$ cat src/rtl/regfile_pkg.sv
// Shared constants and byte-merge helper for the parametrised register file.
// Latency: none (package only).
// Backpressure: none.
package regfile_pkg;

    localparam int DEF_DATA_W  = 32;
    localparam int DEF_ADDR_W  = 4;
    localparam int DEF_NUM_RD  = 2;
    localparam int DEF_PC_IDX  = 15;
    localparam int DEF_LR_IDX  = 14;
    localparam int DEF_PC_STEP = 4;

    // One byte lane of a byte-enabled write: take the new byte only when enabled.
    function automatic logic [7:0] merge_byte(input logic [7:0] old_b,
                                              input logic [7:0] new_b,
                                              input logic       en);
        return en ? new_b : old_b;
    endfunction

endpackage

$ cat src/rtl/regfile_param_pc_gen.sv
// Program counter with stall > PC write > branch > sequential priority; also emits the link value.
// Latency: new PC visible one cycle after the controlling inputs.
// Backpressure: stall holds the PC; nothing else is blocked.
module pc_gen
    import regfile_pkg::*;
#(
    parameter int DATA_W  = DEF_DATA_W,
    parameter int PC_STEP = DEF_PC_STEP
) (
    input  logic              clk,
    input  logic              reset,
    input  logic              stall,
    input  logic              pc_we,
    input  logic [DATA_W-1:0] wd,
    input  logic              ib,
    input  logic [DATA_W-1:0] bv,
    output logic [DATA_W-1:0] iaddrout,
    output logic [DATA_W-1:0] link_val
);

    localparam logic [DATA_W-1:0] STEP = DATA_W'(PC_STEP);

    logic [DATA_W-1:0] pc_q;
    logic [DATA_W-1:0] pc_d;

    always_comb begin
        pc_d = pc_q + STEP;
        if (stall) begin
            pc_d = pc_q;
        end else if (pc_we) begin
            pc_d = wd;
        end else if (ib) begin
            pc_d = bv;
        end
    end

    always_ff @(posedge clk or posedge reset) begin
        if (reset) begin
            pc_q <= '0;
        end else begin
            pc_q <= pc_d;
        end
    end

    assign iaddrout = pc_q;
    assign link_val = pc_q + STEP;

endmodule

$ cat src/rtl/regfile_param.sv
// Architectural register file with byte-enabled writes, link capture and aliased PC; REGFILE_BYPASS_EN enables same-cycle write-to-read forwarding.
// Latency: reads registered, 1 cycle; writes visible to reads one cycle later.
// Backpressure: none; stall freezes only the PC, register writes always land.
module regfile_param
    import regfile_pkg::*;
#(
    parameter int DATA_W  = DEF_DATA_W,
    parameter int ADDR_W  = DEF_ADDR_W,
    parameter int NUM_RD  = DEF_NUM_RD,
    parameter int PC_IDX  = DEF_PC_IDX,
    parameter int LR_IDX  = DEF_LR_IDX,
    parameter int PC_STEP = DEF_PC_STEP
) (
    input  logic                     clk,
    input  logic                     reset,
    input  logic [NUM_RD*ADDR_W-1:0] rd_addr,
    output logic [NUM_RD*DATA_W-1:0] rd_data,
    input  logic                     we,
    input  logic [ADDR_W-1:0]        wa,
    input  logic [DATA_W-1:0]        wd,
    input  logic [DATA_W/8-1:0]      wbe,
    input  logic                     ib,
    input  logic [DATA_W-1:0]        bv,
    input  logic                     bl,
    input  logic                     stall,
    output logic [DATA_W-1:0]        iaddrout
);

    localparam int                NREG  = 2 ** ADDR_W;
    localparam int                NB    = DATA_W / 8;
    localparam logic [ADDR_W-1:0] PC_A  = ADDR_W'(PC_IDX);
    localparam logic [ADDR_W-1:0] LR_A  = ADDR_W'(LR_IDX);
    localparam logic [DATA_W-1:0] STEP2 = DATA_W'(2 * PC_STEP);

    generate
        if (PC_IDX < 0 || LR_IDX < 0 || PC_IDX >= NREG || LR_IDX >= NREG ||
            PC_IDX == LR_IDX || (DATA_W % 8) != 0 || NUM_RD < 1) begin : g_param_err
            $error("regfile_param: illegal PC_IDX/LR_IDX/DATA_W/NUM_RD combination");
        end
    endgenerate

    logic [DATA_W-1:0] regs [NREG];
    logic              pc_we;
    logic              gen_we;
    logic              link;
    logic [DATA_W-1:0] link_val;
    logic [DATA_W-1:0] merged;
    logic [DATA_W-1:0] pc_plus2;

    assign pc_we    = we && (wa == PC_A);
    assign gen_we   = we && (wa != PC_A);
    assign link     = ib && bl;
    assign pc_plus2 = iaddrout + STEP2;

    pc_gen #(
        .DATA_W  (DATA_W),
        .PC_STEP (PC_STEP)
    ) u_pc_gen (
        .clk      (clk),
        .reset    (reset),
        .stall    (stall),
        .pc_we    (pc_we),
        .wd       (wd),
        .ib       (ib),
        .bv       (bv),
        .iaddrout (iaddrout),
        .link_val (link_val)
    );

    // Byte-merged image of the target register; shared by the write path and the bypass.
    always_comb begin
        merged = regs[wa];
        for (int b = 0; b < NB; b++) begin
            merged[b*8 +: 8] = merge_byte(regs[wa][b*8 +: 8], wd[b*8 +: 8], wbe[b]);
        end
    end

    // Link assignment comes last so it overrides a same-cycle write to LR.
    always_ff @(posedge clk or posedge reset) begin
        if (reset) begin
            for (int i = 0; i < NREG; i++) begin
                regs[i] <= '0;
            end
        end else begin
            if (gen_we) begin
                regs[wa] <= merged;
            end
            if (link) begin
                regs[LR_A] <= link_val;
            end
        end
    end

    generate
        for (genvar k = 0; k < NUM_RD; k++) begin : g_rd
            logic [ADDR_W-1:0] ra;
            logic [DATA_W-1:0] rval;
            logic [DATA_W-1:0] q;

            assign ra = rd_addr[k*ADDR_W +: ADDR_W];

            always_comb begin
                rval = regs[ra];
`ifdef REGFILE_BYPASS_EN
                if (gen_we && (wa == ra)) begin
                    rval = merged;
                end
                if (link && (ra == LR_A)) begin
                    rval = link_val;
                end
`endif
                if (ra == PC_A) begin
                    rval = pc_plus2;
                end
            end

            always_ff @(posedge clk or posedge reset) begin
                if (reset) begin
                    q <= '0;
                end else begin
                    q <= rval;
                end
            end

            assign rd_data[k*DATA_W +: DATA_W] = q;
        end
    endgenerate

endmodule
$ cat config.mk
export PLATFORM = sky130hd
export DESIGN_NAME = regfile_param
export DESIGN_NICKNAME = d
export VERILOG_FILES = /design/src/rtl/regfile_pkg.sv /design/src/rtl/regfile_param_pc_gen.sv /design/src/rtl/regfile_param.sv
export SDC_FILE = /design/constraint.sdc
export NUM_CORES = 2
export LEC_CHECK = 0
export ABC_AREA = 1
export CELL_PAD_IN_SITES_DETAIL_PLACEMENT = 1
export CELL_PAD_IN_SITES_GLOBAL_PLACEMENT = 2
export CORE_AREA = 3 3 331 333
export DETAILED_ROUTE_END_ITERATION = 16
export DIE_AREA = 0 0 334 336
export PLACE_DENSITY_LB_ADDON = 0.1
export SETUP_SLACK_MARGIN = 0.2
export SYNTH_ARGS = -nofsm -noshare
export SYNTH_HDL_FRONTEND = slang
export SYNTH_SLANG_ARGS = --single-unit
$ cat constraint.sdc
create_clock -name clk -period 59.6 [get_ports clk]
set_clock_uncertainty 0.2 [all_clocks]
set_input_delay 11.92 -clock clk [delete_from_list [all_inputs] [get_ports clk]]
set_output_delay 11.92 -clock clk [all_outputs]
set_load 0.02 [all_outputs]
==> flow_results.org <==
** Status
- Outcome :: finished clean

** STA
- Dividing the final minimum period by the clock period gives 0.2627.
- At the pin with the least slew margin, the transition time is 1.334 ns.
- TNS Setup :: 0 ns
- Setup repair after global routing left no endpoint under its margin.
- Based on the critical path, the design can be clocked at up to 63.87 MHz.
- In this run the tightest slew margin relative to its limit is 0.1095.
- The final hold violation count is 0.
- Final setup vio count :: 0
- Final critical-path setup slack :: 43.94 ns
- The number of pins with negative max-slew slack in the final report is 0.
- Minimum period implied by the final worst setup slack :: 15.66 ns

** Clock tree
- CTS built an H-tree with a depth of 3.
- The clock net in this run drives a total of 608 sinks.
- The clock reaches the later pin of the worst-skew pair after 0.68 ns.
- TritonCTS created 80 clock buffers.
- The root buffer cell chosen for the clock tree is clkbuf_16.
- No sink is reached through more buffers than the 3 on the longest clock path.
- Number of setup buffers added after CTS :: 0
- CTS tree :: yes
- Gates resized, CTS repair :: 0
- Worst-path clk slew :: 0.06 ns
- Hold bufs inserted after CTS :: 0

** Final layout
- Synthesis-to-layout area growth :: 12.41%
- Final Cell Area :: 44210 um^2
- At the end of the flow, the number of nets in the layout was 5988.
- In the final layout, the multi-input gates occupy 20580 um^2.
- Filler Cell Count :: 13740
- Registers take 15210 um^2.
- Share of post-route cells with drive strength above 1 :: 0.05390

** Global route
- Most used routing layer :: met2
- Met1 Usage GRT :: 0.5129
- The number of global-route vias before repair is 43730.
- Overall global routing resource usage :: 0.3900
- For this run, global-route usage on met3 was measured as 0.06870.
- The first global-routing pass estimated 317.9 mm of wire.
- For met2 alone, demand over resource in global routing was 0.5829.
- Pin count of the biggest net entering global routing :: 202
- After global routing the overflow that remains totals 0.
- Initial antenna violation count :: 2

** Floorplan
- During I/O placement, the number of pins put on the boundary was 182.
- Placeable core region :: 106900 um^2
- Number of cell rows :: 120
- Area of the die :: 112200 um^2
- Die Span X :: 334 um
- Die span in y :: 336 um
- Starting utilization of the core area :: 0.3680

** Synthesis
- Cell types with the largest area share after synthesis :: dfrtp_1 39%, nand2_1 19%, nand3_1 10%, o21ai_0 7.5%, a21oi_1 5.0%
- EDFF count, synth :: 0
- Nets in the synthesized netlist :: 6125
- Syn avg cell area :: 6.516 um^2
- Sequential area share after synthesis :: 0.3868
- Synthesis inferred 608 register bits.
- Yosys printed 0 warnings.
- Top-area cell type share of the netlist area :: 0.3868
- Synthesized cell area :: 39340 um^2
- Cell type with the highest aggregate area in the netlist :: dfrtp_1
- Synth async-reset ratio :: 1.000
- Synth Flop Type :: dfrtp_1
- Number of library cell types mapped by synthesis :: 36
- After technology mapping, the gate count stands at 6037.

** Detailed routing
- The count of nets left with antenna violations once routing finished came out at 0.
- Detailed-route wire length :: 223.9 mm
- The first routing iteration left 4983 violations.
- Via density per instance :: 6.090
- Across all layers, the routed design uses 44840 vias.
- Before antenna repair, the detailed router went through 6 iterations.
- Residual DRC :: 0
- After detailed routing, the average wire length per cell comes to 30.42 um.

** Critical path
- Crit-path max FO :: 29
- Startpoint types :: primary input
- Worst reg2reg path depth :: 10
- STA classifies the critical path endpoint as a flop.
- CP cell instances :: buf_2 > inv_4 > buf_4 > nand2_2 > buf_4 > nor2_1 > inv_2 > nor2_4 > inv_2 > buf_4 > nand2_1 > nand2_1
- The largest individual stage delay along the critical path comes from the cell buf_4.
- Worst reg2reg path startpoint :: u_pc_gen.iaddrout[2]
- The critical path is of the primary input to flop type.
- In this run the worst setup path begins at wa[1].
- Required time of the critical path :: 60.00 ns
- Data arrival time of the worst path :: 16.05 ns
- Biggest cell delay along the critical path :: 0.67 ns
- Most common cell type on the critical path :: buf_4

** Run
- Max-cap violations in this run came to 0.

** Power and ir drop
- The design draws 1462 uW.
- Leak Pwr :: 0.02130 uW
- IR Drop Worst-Case VDD :: 27.52 uV
- In this run the power density over the cells is 33.06 nW/um^2.

** Placed design
- At the end of routability-driven placement, the weighted congestion stood at 0.9438.
- In this run the tool buffered the top-level ports with 181 buffer cells.
- OpenSTA, run right after detailed placement, puts the worst setup slack at 43.53 ns.
- Placement-stage cell area :: 41510 um^2
- Post-detailed-placement half-perimeter wirelength :: 133.2 mm

** Hold path
- Number of cells on the worst hold path :: 0
- Beginning of the worst hold path :: regs[30]
- Tightest Hold Check Type :: flop to flop
[sequential cells by signal, indices dropped and copies added, names as in the netlist]
signal,count
u_pc_gen.iaddrout,32
g_rd.q,64
regs,512
[cells in the final DEF, fill, tap and decap left out, types with 4 or more instances in the layout]
cell and n:
nor2_4 23, a22oi_1 9, a31oi_1 37, inv_4 4
nand2_1 1987, o21ai_1 24, nand4_1 15, nor3_1 6
clkinv_2 9, clkbuf_1 14, nor2_1 463, o22ai_1 4
o211ai_1 139, buf_4 91, a21oi_1 395, inv_1 336
nand2_2 34, xnor2_1 4, clkdlybuf4s50_1 173, xor2_1 29
dfrtp_1 608, bufinv_16 4, clkbuf_8 27, clkbuf_16 84
o21ai_0 593, inv_2 27, nand3_1 788
[layer usage]
metal / share of wire / vias up / routed length (um)
li1: - / 19410 / -
met1: 0.41 / 22490 / 91720
met2: 0.42 / 2308 / 95060
met3: 0.083 / 627 / 18560
met4: 0.083 / 2 / 18540
met5: 0.00022 / - / 50
[synthesized netlist by cell type (24+ instances only)]
| cell | n |
|---|---|
| a21oi_1 | 395 |
| nand2_1 | 1987 |
| a31oi_1 | 37 |
| o21ai_0 | 593 |
| inv_1 | 348 |
| dfrtp_1 | 608 |
| buf_1 | 47 |
| o211ai_1 | 139 |
| buf_4 | 40 |
| nor2_1 | 467 |
| xor2_1 | 29 |
| buf_2 | 104 |
| nand2_2 | 34 |
| clkbuf_1 | 291 |
| nand3_1 | 789 |
| o21ai_1 | 24 |
[per-stage QoR]
stage / hold slack, ns / instances / utilization
finish: 0.2002 / 7362 / 0.4136
global route: 0.2101 / 7359 / 0.4135
CTS: 0.1998 / 7359 / 0.4135
detailed placement: 0.1859 / 7221 / 0.3883
global placement: 0.1836 / 7221 / 0.3883
floorplan: 0.2454 / 6037 / -
[critical path: cells and delay by family]
| family | cells | cell delay, ns |
|---|---|---|
| buffers and inverters | 7 | 3.08 |
| and+or+nand+nor | 5 | 0.96 |
[where the power goes]
part	switching [uW]	internal, uW
registers	75.0	492
clock network	210	304
logic	263	118
[final timing paths]
path                        endpoint  slack (ns)
max                        regs[472]       43.94
min                         regs[30]        0.20
min reg2reg                 regs[30]        0.20
min in group asynchronous  regs[314]       11.55
max reg2reg                 regs[48]       56.03
max in group asynchronous  regs[352]       45.20
[final cells by class]
class	count	share of cell area
well taps	1403	0.03970
inverters	373	0.03212
clock buffers	123	0.05651
repair buffers	274	0.05761
multi-input cells	4563	0.4654
diodes	3	0.0001698
flip-flops and latches	608	0.3441
clock inverters	15	0.004415
[kinds of logic after synthesis]
| group | count (synthesis) | synth area share |
|---|---|---|
| flops | 608 | 0.3868 |
| xor+xnor | 33 | 0.007348 |
| simple gates | 3322 | 0.3486 |
| buf+inv | 866 | 0.09202 |
| fa+ha+maj | 2 | 0.0006361 |
| compound gates | 1206 | 0.1646 |
No activity file was read; power rests on OpenSTA's default activity.
